`config.mk`:
```
export PLATFORM = sky130hd
export DESIGN_NAME = sound_arbiter
export DESIGN_NICKNAME = d
export VERILOG_FILES = /design/src/rtl/sound_arbiter.sv
export SDC_FILE = /design/constraint.sdc
export NUM_CORES = 1
export LEC_CHECK = 0
export CAP_MARGIN = 15
export CORE_AREA = 2 2 107 88
export DETAILED_ROUTE_END_ITERATION = 8
export DIE_AREA = 0 0 109 90
export PLACE_DENSITY = 0.63
export SYNTH_ARGS = -nofsm -noshare
export SYNTH_HDL_FRONTEND = slang
export SYNTH_SLANG_ARGS = --single-unit
```
`constraint.sdc`:
```
create_clock -name clk -period 2.9 [get_ports clk]
set_input_delay 0.58 -clock clk [delete_from_list [all_inputs] [get_ports clk]]
set_output_delay 0.58 -clock clk [all_outputs]
set_load 0.02 [all_outputs]
```
`src/rtl/sound_arbiter.sv`:
```
// Arbitrates the hit/wall/goal collision pulses onto one square-wave audio pin.
// Fixed priority goal > hit > wall, timed tone per event, silent gap between tones.
module sound_arbiter #(
    parameter int unsigned MS_DIV    = 25000,
    parameter int unsigned WALL_HALF = 56818,
    parameter int unsigned HIT_HALF  = 28409,
    parameter int unsigned GOAL_HALF = 12500,
    parameter int unsigned WALL_MS   = 30,
    parameter int unsigned HIT_MS    = 60,
    parameter int unsigned GOAL_MS   = 500,
    parameter int unsigned GAP_MS    = 10
) (
    input  logic       clk,
    input  logic       rst,
    input  logic       enable,
    input  logic       hit,
    input  logic       wall,
    input  logic       goal,
    output logic       tone,
    output logic       busy,
    output logic [1:0] active_src,
    output logic       dropped
);

    localparam int PRE_W = (MS_DIV > 1) ? $clog2(MS_DIV) : 1;

    localparam logic [1:0] SRC_NONE = 2'd0;
    localparam logic [1:0] SRC_WALL = 2'd1;
    localparam logic [1:0] SRC_HIT  = 2'd2;
    localparam logic [1:0] SRC_GOAL = 2'd3;

    typedef enum logic [1:0] {
        IDLE = 2'd0,
        PLAY = 2'd1,
        GAP  = 2'd2
    } state_t;

    state_t           state, state_next;
    logic [2:0]       pending, pending_next;
    logic [16:0]      half_cnt, half_next;
    logic [PRE_W-1:0] pre_cnt, pre_next;
    logic [9:0]       ms_cnt, ms_next;
    logic             tone_next;
    logic [1:0]       src_next;
    logic             dropped_next;

    logic [2:0]       events;
    logic [2:0]       clear;
    logic [1:0]       top_src;
    logic [16:0]      cur_half;
    logic [9:0]       cur_dur;
    logic             tick;
    logic             grant;
    logic             preempt;

    assign events = {goal, hit, wall};

    // Source codes double as priority levels, so a plain compare decides preemption.
    always_comb begin
        top_src = SRC_NONE;
        if (pending[2])      top_src = SRC_GOAL;
        else if (pending[1]) top_src = SRC_HIT;
        else if (pending[0]) top_src = SRC_WALL;
    end

    always_comb begin
        cur_half = 17'd1;
        cur_dur  = 10'd1;
        case (active_src)
            SRC_WALL: begin cur_half = 17'(WALL_HALF); cur_dur = 10'(WALL_MS); end
            SRC_HIT:  begin cur_half = 17'(HIT_HALF);  cur_dur = 10'(HIT_MS);  end
            SRC_GOAL: begin cur_half = 17'(GOAL_HALF); cur_dur = 10'(GOAL_MS); end
            default:  begin cur_half = 17'd1;          cur_dur = 10'd1;        end
        endcase
    end

    assign tick = (pre_cnt == PRE_W'(MS_DIV - 1));

    always_comb begin
        state_next   = state;
        pending_next = pending;
        half_next    = half_cnt;
        pre_next     = pre_cnt;
        ms_next      = ms_cnt;
        tone_next    = tone;
        src_next     = active_src;
        dropped_next = 1'b0;
        grant        = 1'b0;
        preempt      = 1'b0;
        clear        = 3'b000;

        if (!enable) begin
            state_next   = IDLE;
            pending_next = 3'b000;
            half_next    = '0;
            pre_next     = '0;
            ms_next      = '0;
            tone_next    = 1'b0;
            src_next     = SRC_NONE;
        end else begin
            case (state)
                IDLE: begin
                    grant = (top_src != SRC_NONE);
                end
                PLAY: begin
                    if (top_src > active_src) begin
                        grant   = 1'b1;
                        preempt = 1'b1;
                    end else begin
                        if (half_cnt == cur_half - 17'd1) begin
                            half_next = '0;
                            tone_next = ~tone;
                        end else begin
                            half_next = half_cnt + 17'd1;
                        end
                        if (tick) begin
                            pre_next = '0;
                            if (ms_cnt == cur_dur - 10'd1) begin
                                state_next = GAP;
                                tone_next  = 1'b0;
                                src_next   = SRC_NONE;
                                ms_next    = '0;
                            end else begin
                                ms_next = ms_cnt + 10'd1;
                            end
                        end else begin
                            pre_next = pre_cnt + PRE_W'(1);
                        end
                    end
                end
                GAP: begin
                    if (tick) begin
                        pre_next = '0;
                        if (ms_cnt == 10'(GAP_MS - 1)) begin
                            state_next = IDLE;
                            ms_next    = '0;
                        end else begin
                            ms_next = ms_cnt + 10'd1;
                        end
                    end else begin
                        pre_next = pre_cnt + PRE_W'(1);
                    end
                end
                default: begin
                    state_next = IDLE;
                end
            endcase

            if (grant) begin
                state_next = PLAY;
                src_next   = top_src;
                tone_next  = 1'b1;
                half_next  = '0;
                pre_next   = '0;
                ms_next    = '0;
                case (top_src)
                    SRC_WALL: clear = 3'b001;
                    SRC_HIT:  clear = 3'b010;
                    SRC_GOAL: clear = 3'b100;
                    default:  clear = 3'b000;
                endcase
            end

            // A pulse landing on its own grant cycle survives the clear.
            pending_next = (pending & ~clear) | events;
            dropped_next = (|(events & pending & ~clear)) | preempt;
        end
    end

    always_ff @(posedge clk or posedge rst) begin
        if (rst) begin
            state      <= IDLE;
            pending    <= 3'b000;
            half_cnt   <= '0;
            pre_cnt    <= '0;
            ms_cnt     <= '0;
            tone       <= 1'b0;
            busy       <= 1'b0;
            active_src <= SRC_NONE;
            dropped    <= 1'b0;
        end else begin
            state      <= state_next;
            pending    <= pending_next;
            half_cnt   <= half_next;
            pre_cnt    <= pre_next;
            ms_cnt     <= ms_next;
            tone       <= tone_next;
            busy       <= (state_next != IDLE);
            active_src <= src_next;
            dropped    <= dropped_next;
        end
    end

endmodule
```
==> impl_metrics.tcl <==
set metrics [dict create \
    status "complete, no violations" \
    power_density_mw_per_mm2 691 \
    antenna_found_initial 0 \
    gp_congestion 0.845 \
    hp-class "reg2reg" \
    grt_pass1_vias 2637 \
    dp.final_hpwl_um 5620 \
    die_w_um 109 \
    fill_cells 844 \
    cts_root_buf "clkbuf_8" \
    start_util 0.389 \
    rows 31 \
    grtUsageTotal 0.164 \
    yosysSeqAreaShare 0.380 \
    p_leak_uw 0.00164 \
    peakVddDrop_mv 0.322 \
    htreeDepth 2 \
    fin_crit_sh 0.945 \
    multi_input_area_mm2 0.00201 \
    port_buffers 10 \
    vias 2835 \
    relSlewSlack 0.495 \
    syn2layout_area_growth_pct 11.1 \
    cts_made_buffers 5 \
    final_util 0.432 \
    grt_max_degree 30 \
    required_ns 3.12 \
    grt_pass1_wl_um 13000 \
    path_clk_slew_ns 0.10 \
    final-setup-viol-count 0 \
    vias_per_cell 5.54 \
    critPathCaptureType "flip-flop" \
    synth_area_per_cell_um2 9.02 \
    wl_um 7590 \
    drcViolationCount 0 \
    synth_cell_type_count 61 \
    rrSetupSlack_ns 0.16 \
    syn_inst 380 \
    drive_gt1_frac 0.108 \
    final_hold_viol_count 0 \
    finalNetCount 420 \
    slew_violations 0 \
    core_area_mm2 0.00880 \
    min_period_ns 2.74 \
    fp.dieH_um 90 \
    dr.first_iter.drc_count 135 \
    critical_path_class "reg2reg" \
    post_drt_wl_per_cell_um 14.8 \
    yosys.area.top_type_share 0.380 \
    hold_buffers 0 \
    layout_common_cells "dfrtp_1 (52), nand2_1 (49), o21ai_0 (32)" \
    ios 11 \
    synth_warnings 0 \
    dieArea_mm2 0.00981 \
    first_pass_iters 4 \
    cp.arrival_ns 2.96 \
    syn_nets 404 \
    cp_max_fo 7 \
    async_reset_ff_frac 1.00 \
    fin_setup_tns_ns 0 \
    clock_latency_ns 0.32 \
    tightest_slew_ns 0.751 \
    clkSinkCount 52 \
    rsz0062_at_grt "no" \
    regArea_mm2 0.00130 \
    cts_tree "yes" \
    synth_area_leaders "dfrtp_1 (38%), ha_1 (6.6%), nand2_1 (5.4%), o21ai_0 (4.7%), nand3_1 (3.1%)" \
    clock.fmax_ghz 0.365 \
    diodes 0 \
    ant_nets 0 \
    yosysTopAreaCell "dfrtp_1" \
    cap_viol_max_count 0 \
    syn-cell-area_mm2 0.00343 \
    ys_seq_elements 52 \
    clk_path_buf_depth 2 \
    synth_edf_count 0 \
    fin_skew_ns 0.0152 \
    final_common_cell "dfrtp_1" \
    cp-start-kind "flip-flop" \
    ys.flop_type "dfrtp_1" \
    grt_overflow_total 0 \
]
==> final cells by class <==
type | count | share of cell area
Clock buffer | 5 | 0.0181
Clock inverter | 3 | 0.00493
Inverter | 12 | 0.0118
Multi-Input combinational cell | 301 | 0.528
Sequential cell | 52 | 0.342
Tap cell | 115 | 0.0378
Timing Repair Buffer | 24 | 0.0572
==> path summary, 6_finish.rpt <==
kind                                      startpoint                       end  cells past startpoint
max in group asynchronous                        rst    pre_cnt[7]$_DFFE_PP0P_                      3
worst max-delay path            pending[2]$_DFF_PP0_         dropped$_DFF_PP0_                      9
worst min-delay path                tone$_DFFE_PP0P_          tone$_DFFE_PP0P_                      1
min in group asynchronous                        rst  half_cnt[15]$_DFFE_PP0P_                      2
worst min register to register      tone$_DFFE_PP0P_          tone$_DFFE_PP0P_                      1
worst max register to register  pending[2]$_DFF_PP0_         dropped$_DFF_PP0_                      9
==> sequential cells by signal, summed over array words and instances (netlist names) <==
name / flops
pending: 3
pre_cnt: 15
tone: 1
half_cnt: 17
ms_cnt: 10
busy: 1
active_src: 2
dropped: 1
state: 2
==> power breakdown <==
part / internal (uW) / total (uW) / switching [uW]
combinational: 575 / 1350 / 779
clock: 169 / 418 / 249
sequential: 785 / 857 / 71.8
total: 1530 / 2630 / 1100
==> layer usage <==
layer | GRT usage | part of all wire
met4 | 0.0449 | 0.011
met2 | 0.237 | 0.44
met5 | 0 | 0
met3 | 0.0239 | 0.044
met1 | 0.252 | 0.51
==> cells by family (layout without fill, tap and decap cells) <==
logic type / count (synthesis) / count (layout) / synth area share
xor+xnor: 17 / 17 / 0.0478
compound gates: 93 / 93 / 0.190
fa+ha+maj: 18 / 18 / 0.0657
simple gates: 172 / 172 / 0.275
mux: 1 / 1 / 0.00329
flops: 52 / 52 / 0.380
buf+inv: 27 / 44 / 0.0383
==> stage by stage <==
stage	instances	instance area [um^2]	hold WS [ns]	setup slack, ns	total power (uW)
3_3_place_gp	503	3690	0.524	0.223	2160
3_5_place_dp	503	3690	0.515	0.153	2170
5_1_grt	512	3810	0.558	0.0120	2820
2_1_floorplan	380	3430	0.473	0.183	1800
6_report	512	3810	0.533	0.159	2630
4_1_cts	511	3780	0.541	0.123	2600
==> critical path: stages (launching register included) <==
cell and delay (ns):
dfrtp_1 0.47, or2_2 0.36, ha_1 0.30, nor2b_1 0.20
o211ai_1 0.26, buf_4 0.23, and2_1 0.20, o21a_1 0.20
a211o_1 0.28, and2_1 0.15
==> synth_stat cells, types with 3 or more instances <==
cell type,n
dfrtp_1,52
nand2_1,49
a32o_1,3
a22oi_1,3
nor4_1,5
nand4_1,5
xnor2_1,6
nand2b_1,4
and3_1,8
a22o_1,4
ha_1,18
clkbuf_1,6
a31oi_1,3
o31ai_1,8
o21a_1,4
xor2_1,10
or2_2,4
nor4b_1,3
and2_1,6
nand3_1,21
nor2b_1,5
or4_1,3
o21ai_0,32
a211o_1,3
buf_2,5
inv_1,12
a2bb2oi_1,4
nand4b_1,3
or3_1,8
nor2_1,23
nor3_1,10
a21oi_1,14
==> what timing repair did <==
action                                  4_1_cts  5_1_grt
endpoints found under the setup margin        0        2
resized for setup                             0        2
buffers inserted                              0        1
hold endpoints to repair                      0        0
Power figures use the tool's default switching activity.
==> variant 1: new RTL, config.mk and constraints unchanged <==
Set the parameter `MS_DIV` to 12500 (it was 25000).
--- a/src/rtl/sound_arbiter.sv
+++ b/src/rtl/sound_arbiter.sv
@@ -3,3 +3,3 @@
 module sound_arbiter #(
-    parameter int unsigned MS_DIV    = 25000,
+    parameter int unsigned MS_DIV    = 12500,
     parameter int unsigned WALL_HALF = 56818,
Check against the original RTL: same outputs for any inputs over 10 cycles, from zero or initial values and one cycle with rst high; that may be too few to reach the edited logic, so the function may still have changed.
==> variant 1 against the original RTL <==
Setup slack better by 0.026 ns; sequential share of layout area rose by 1.8 points; non-clock buffer count is 4 lower; global-route usage fell by 1.6 points; first-iteration DRC count fell by 39%; total power decreased by 9.4%; sequential cell count fell by 1; die area did not move; area after synthesis fell by 7.5%; cell area is 6.8% lower; routed wire length down 10%; via count down 9.9%.
==> variant 1: results (changes against the original RTL) <==
[run_status]
status=completed

[global_route]
grt_util_met3=0.0261  ; +0.00218
use_met1=0.217  ; -0.0348
grt_max_degree=20  ; -33%
grt_pass1_vias=2454  ; -6.9%
met2_usage=0.218  ; -0.0192
grt_pass1_wl_mm=11.8  ; -9.7%
grtUsageTotal=0.148  ; -0.0160
antenna_found_initial=0  ; unchanged

[hold_path]
hold_path_class=in -> async

[pwr]
vdd_drop_max_mv=0.244  ; -24%
p_leak_nw=1.49  ; -9.4%

[cells_and_area]
reg_top3=half_cnt (17), pre_cnt (14), ms_cnt (10)
drive_gt1_frac=0.0775  ; -0.0308
stdcell_count=489  ; -4.5%

[synthesis]
yosys.area_share.adder=0.0671  ; +0.00137
synth_top_cells_by_count=dfrtp_1 (51), nor2_1 (46), nand2_1 (24)
synth_mux_area_frac=0  ; -0.00329
yosysUniqueCellTypes=60  ; -1.6%
synth.top_cells.by_area=dfrtp_1 (40%), ha_1 (6.7%), xnor2_1 (5.8%)
synth-compound-area-share=0.170  ; -0.0205
synth-xor-area-share=0.0857  ; +0.0378
avgSynthCellArea_sq_um=8.98  ; -0.41%
ys_seq_area_frac=0.403  ; +0.0228
syn_nets=376  ; -6.9%

[setup_path]
r2r_setup_slack_ns=0.19  ; +0.03 ns
slowest_delay_ns=0.44  ; -0.03 ns
worstPathArrival_ns=2.92  ; -0.04 ns

[placement]
hpwl_mm=5.11  ; -9.0%
post-place-cells=481  ; -4.4%
gp_congestion=0.827  ; -2.2%

[clock_tree]
cts_inserted_buffers=5  ; unchanged

[sta]
finClkSkew_ns=0.00401  ; -0.0112 ns
maxSlewHeadroom=0.522  ; +0.0270

[detailed_routing]
totalWireLength_mm=6.80  ; -10%
vias=2554  ; -9.9%
drtIter0Drc=83  ; -39%

[variant 1: layer usage]
| layer | routed length, um | vias up |
|---|---|---|
| met3 | 147 | 9 |
| met2 | 3020 | 31 |
| met5 | 0 | - |
| met4 | 98 | 0 |
| met1 | 3540 | 1222 |
| li1 | - | 1292 |
[variant 1: what timing repair did]
| action | 4_1_cts | 5_1_grt |
|---|---|---|
| gates resized for setup | 0 | 2 |
| endpoints found under the setup margin | 0 | 2 |
| setup buffers | 0 | 0 |
[variant 1: path summary, 6_finish.rpt]
kind / startpoint / to / cells past startpoint
setup reg to reg: pending[2] / ms_cnt[7] / 9
hold / removal: rst / pre_cnt[11] / 2
max in group asynchronous: rst / half_cnt[1] / 3
hold reg to reg: pre_cnt[13] / pre_cnt[13] / 2
min in group clk: pre_cnt[13] / pre_cnt[13] / 2
setup / recovery: pending[2] / ms_cnt[7] / 9
[variant 1: kinds of logic (layout without fill, tap and decap cells)]
| kind of cell | Yosys count | in the layout |
|---|---|---|
| adders and majority gates | 17 | 17 |
| and+or+nand+nor | 149 | 149 |
| buffers and inverters | 30 | 51 |
| DFF | 51 | 51 |
| AOI/OAI and AO/OA | 75 | 75 |
| xor gates and xnor gates | 31 | 31 |
[variant 1: final cells by class]
class                           instances  area, sq um
Clock buffer                            6         72.6
Clock inverter                          2         12.5
Fill cell                             885         5260
Inverter                               23         86.3
Multi-Input combinational cell        272         1780
Sequential cell                        51         1280
Tap cell                              115          144
Timing Repair Buffer                   20          175
[variant 1: worst max-delay path, delay by kind of cell, from the launching register on]
| family | cells | cell delay [ns] |
|---|---|---|
| compound gates | 3 | 0.93 |
| simple gates | 4 | 0.83 |
| flops | 1 | 0.44 |
| buf+inv | 1 | 0.10 |
| fa+ha+maj | 1 | 0.30 |
[variant 1: stage by stage]
| step | worst slack [ns] | area [sq um] |
|---|---|---|
| after floorplan | 0.250 | 3170 |
| after global placement | 0.155 | 3460 |
| after detailed placement | 0.155 | 3460 |
| after CTS | 0.135 | 3540 |
| after global routing | 0.0258 | 3550 |
| final | 0.185 | 3550 |
[variant 1: report_power, final]
group | total, mW | internal, mW | switching, mW
clock network | 0.412 | 0.169 | 0.243
logic | 1.13 | 0.460 | 0.675
registers | 0.835 | 0.770 | 0.0652
==> variant 2: new RTL, same flow settings <==
Without the edit above. Make the reset (`rst`) synchronous in one clocked block.
--- a/src/rtl/sound_arbiter.sv
+++ b/src/rtl/sound_arbiter.sv
@@ -169,3 +169,3 @@
 
-    always_ff @(posedge clk or posedge rst) begin
+    always_ff @(posedge clk) begin
         if (rst) begin
Formal check against the unedited RTL: differs if rst is asserted again (counterexample within 4 cycles, from zero or initial values and one cycle with rst high); with rst held inactive, the same outputs for 10 cycles.
==> variant 2 against the original RTL <==
Area after synthesis is 14% lower; maximum frequency is 12% higher; setup slack improved by 0.30 ns; sequential cell count unchanged; routed wire length down 23%; count of clock-buffer cells in the layout up 2; cell area fell by 13%; largest cell class unchanged.
Power is not compared: it rests on default switching activity, and its combinational part moved more than twofold at a synthesized area within 25%.
==> variant 2: results (changes against the original RTL) <==
[sta]
tightestPinTransition_ns=0.404  ; -0.347 ns
finClkSkew_ns=0.00840  ; -0.00682 ns

[placement]
placed_area_sq_um=3200  ; -13%
hpwl_mm=4.42  ; -21%
gp_congestion=0.885  ; +4.7%

[synthesis]
synth_top_cell_by_area=dfxtp_1
synth_top_cells_by_count=nor2_1 (54), dfxtp_1 (52), xnor2_1 (28)
syn_nets=364  ; -9.9%
yosysUniqueCellTypes=60  ; -1.6%
synthArstFlopShare=0  ; -1.00
synth.top_cells.by_area=dfxtp_1 (35%), xnor2_1 (8.3%), nor2_1 (6.9%)
syn_inst=345  ; -9.2%

[cells_and_area]
nNetsFinal=378  ; -10%
clk_share=0.0292  ; +0.00623
nFlopsAndLatches=52  ; unchanged
areaGrowthSynthToFinish_pct=11.5
buffer_area_frac=0.0547  ; -0.00251
fill_cells=899  ; +6.5%
drive_gt1_frac=0.111  ; +0.00311
stdcell_count=474  ; -7.4%
num-nonclk-inverters=11  ; -1
clockBufferCount=7  ; +2
multi_input_area_share=0.544  ; +0.0156

[setup_path]
cp_max_fo=16  ; +9
rr_startpoint=pending[2]
r2r_setup_slack_ns=0.46  ; +0.30 ns
slowest_delay_ns=0.36  ; -0.11 ns
timing.rr.end=ms_cnt[1]
critPathSlowestCell=dfxtp_1

[run_status]
status=completed

[hold_path]
min_to=tone
hp-start=tone

[global_route]
grt_max_degree=17  ; -43%
grt_pass1_wl_mm=10.6  ; -19%
grt_pass1_vias=2231  ; -15%

[detailed_routing]
wl_per_cell_um=12.4  ; -17%
drtIter0Drc=95  ; -30%
routed_via_density=4.97  ; -10%

[variant 2: critical path, delay by kind of cell, from the launching register on]
family	cells	cell delay, ns
adders and majority gates	1	0.29
and+or+nand+nor	4	1.13
DFF	1	0.36
AOI/OAI and AO/OA	3	0.55
[variant 2: power groups by stage]
stage / clock network [mW] / registers (mW) / logic (mW)
after CTS: 0.466 / 0.726 / 0.153
after global routing: 0.490 / 0.728 / 0.169
after detailed placement: 0 / 0.743 / 0.153
after global placement: 0 / 0.743 / 0.150
after floorplan: 0 / 0.746 / 0.105
final: 0.444 / 0.726 / 0.152
[variant 2: cell families (layout without fill, tap and decap cells)]
family	Yosys count	count (layout)	synth area share
AOI/OAI and AO/OA	41	41	0.105
and+or+nand+nor	171	171	0.312
xor gates and xnor gates	44	44	0.130
adders and majority gates	13	13	0.0550
muxes	1	1	0.00339
DFF	52	52	0.352
buffers and inverters	23	37	0.0411
[variant 2: routing by layer]
metal | share of wire | track usage | up-vias | routed length [um]
met4 | 0.014 | 0.0459 | 0 | 80
met5 | 0 | 0 | - | 0
met1 | 0.54 | 0.199 | 1101 | 3170
li1 | - | - | 1224 | -
met3 | 0.020 | 0.0203 | 5 | 120
met2 | 0.43 | 0.186 | 28 | 2490
[variant 2: worst max-delay path by stage]
stage                  startpoint      endpoint  slack [ns]  depth (start not counted)
detailed placement     pending[2]     ms_cnt[1]        0.46                          8
global placement       pending[2]     ms_cnt[1]        0.53                          8
CTS                    pending[2]     ms_cnt[1]        0.45                          8
global route           pending[2]     ms_cnt[8]        0.26                          9
finish                 pending[2]     ms_cnt[1]        0.46                          8
floorplan           active_src[0]  half_cnt[10]        0.60                          8
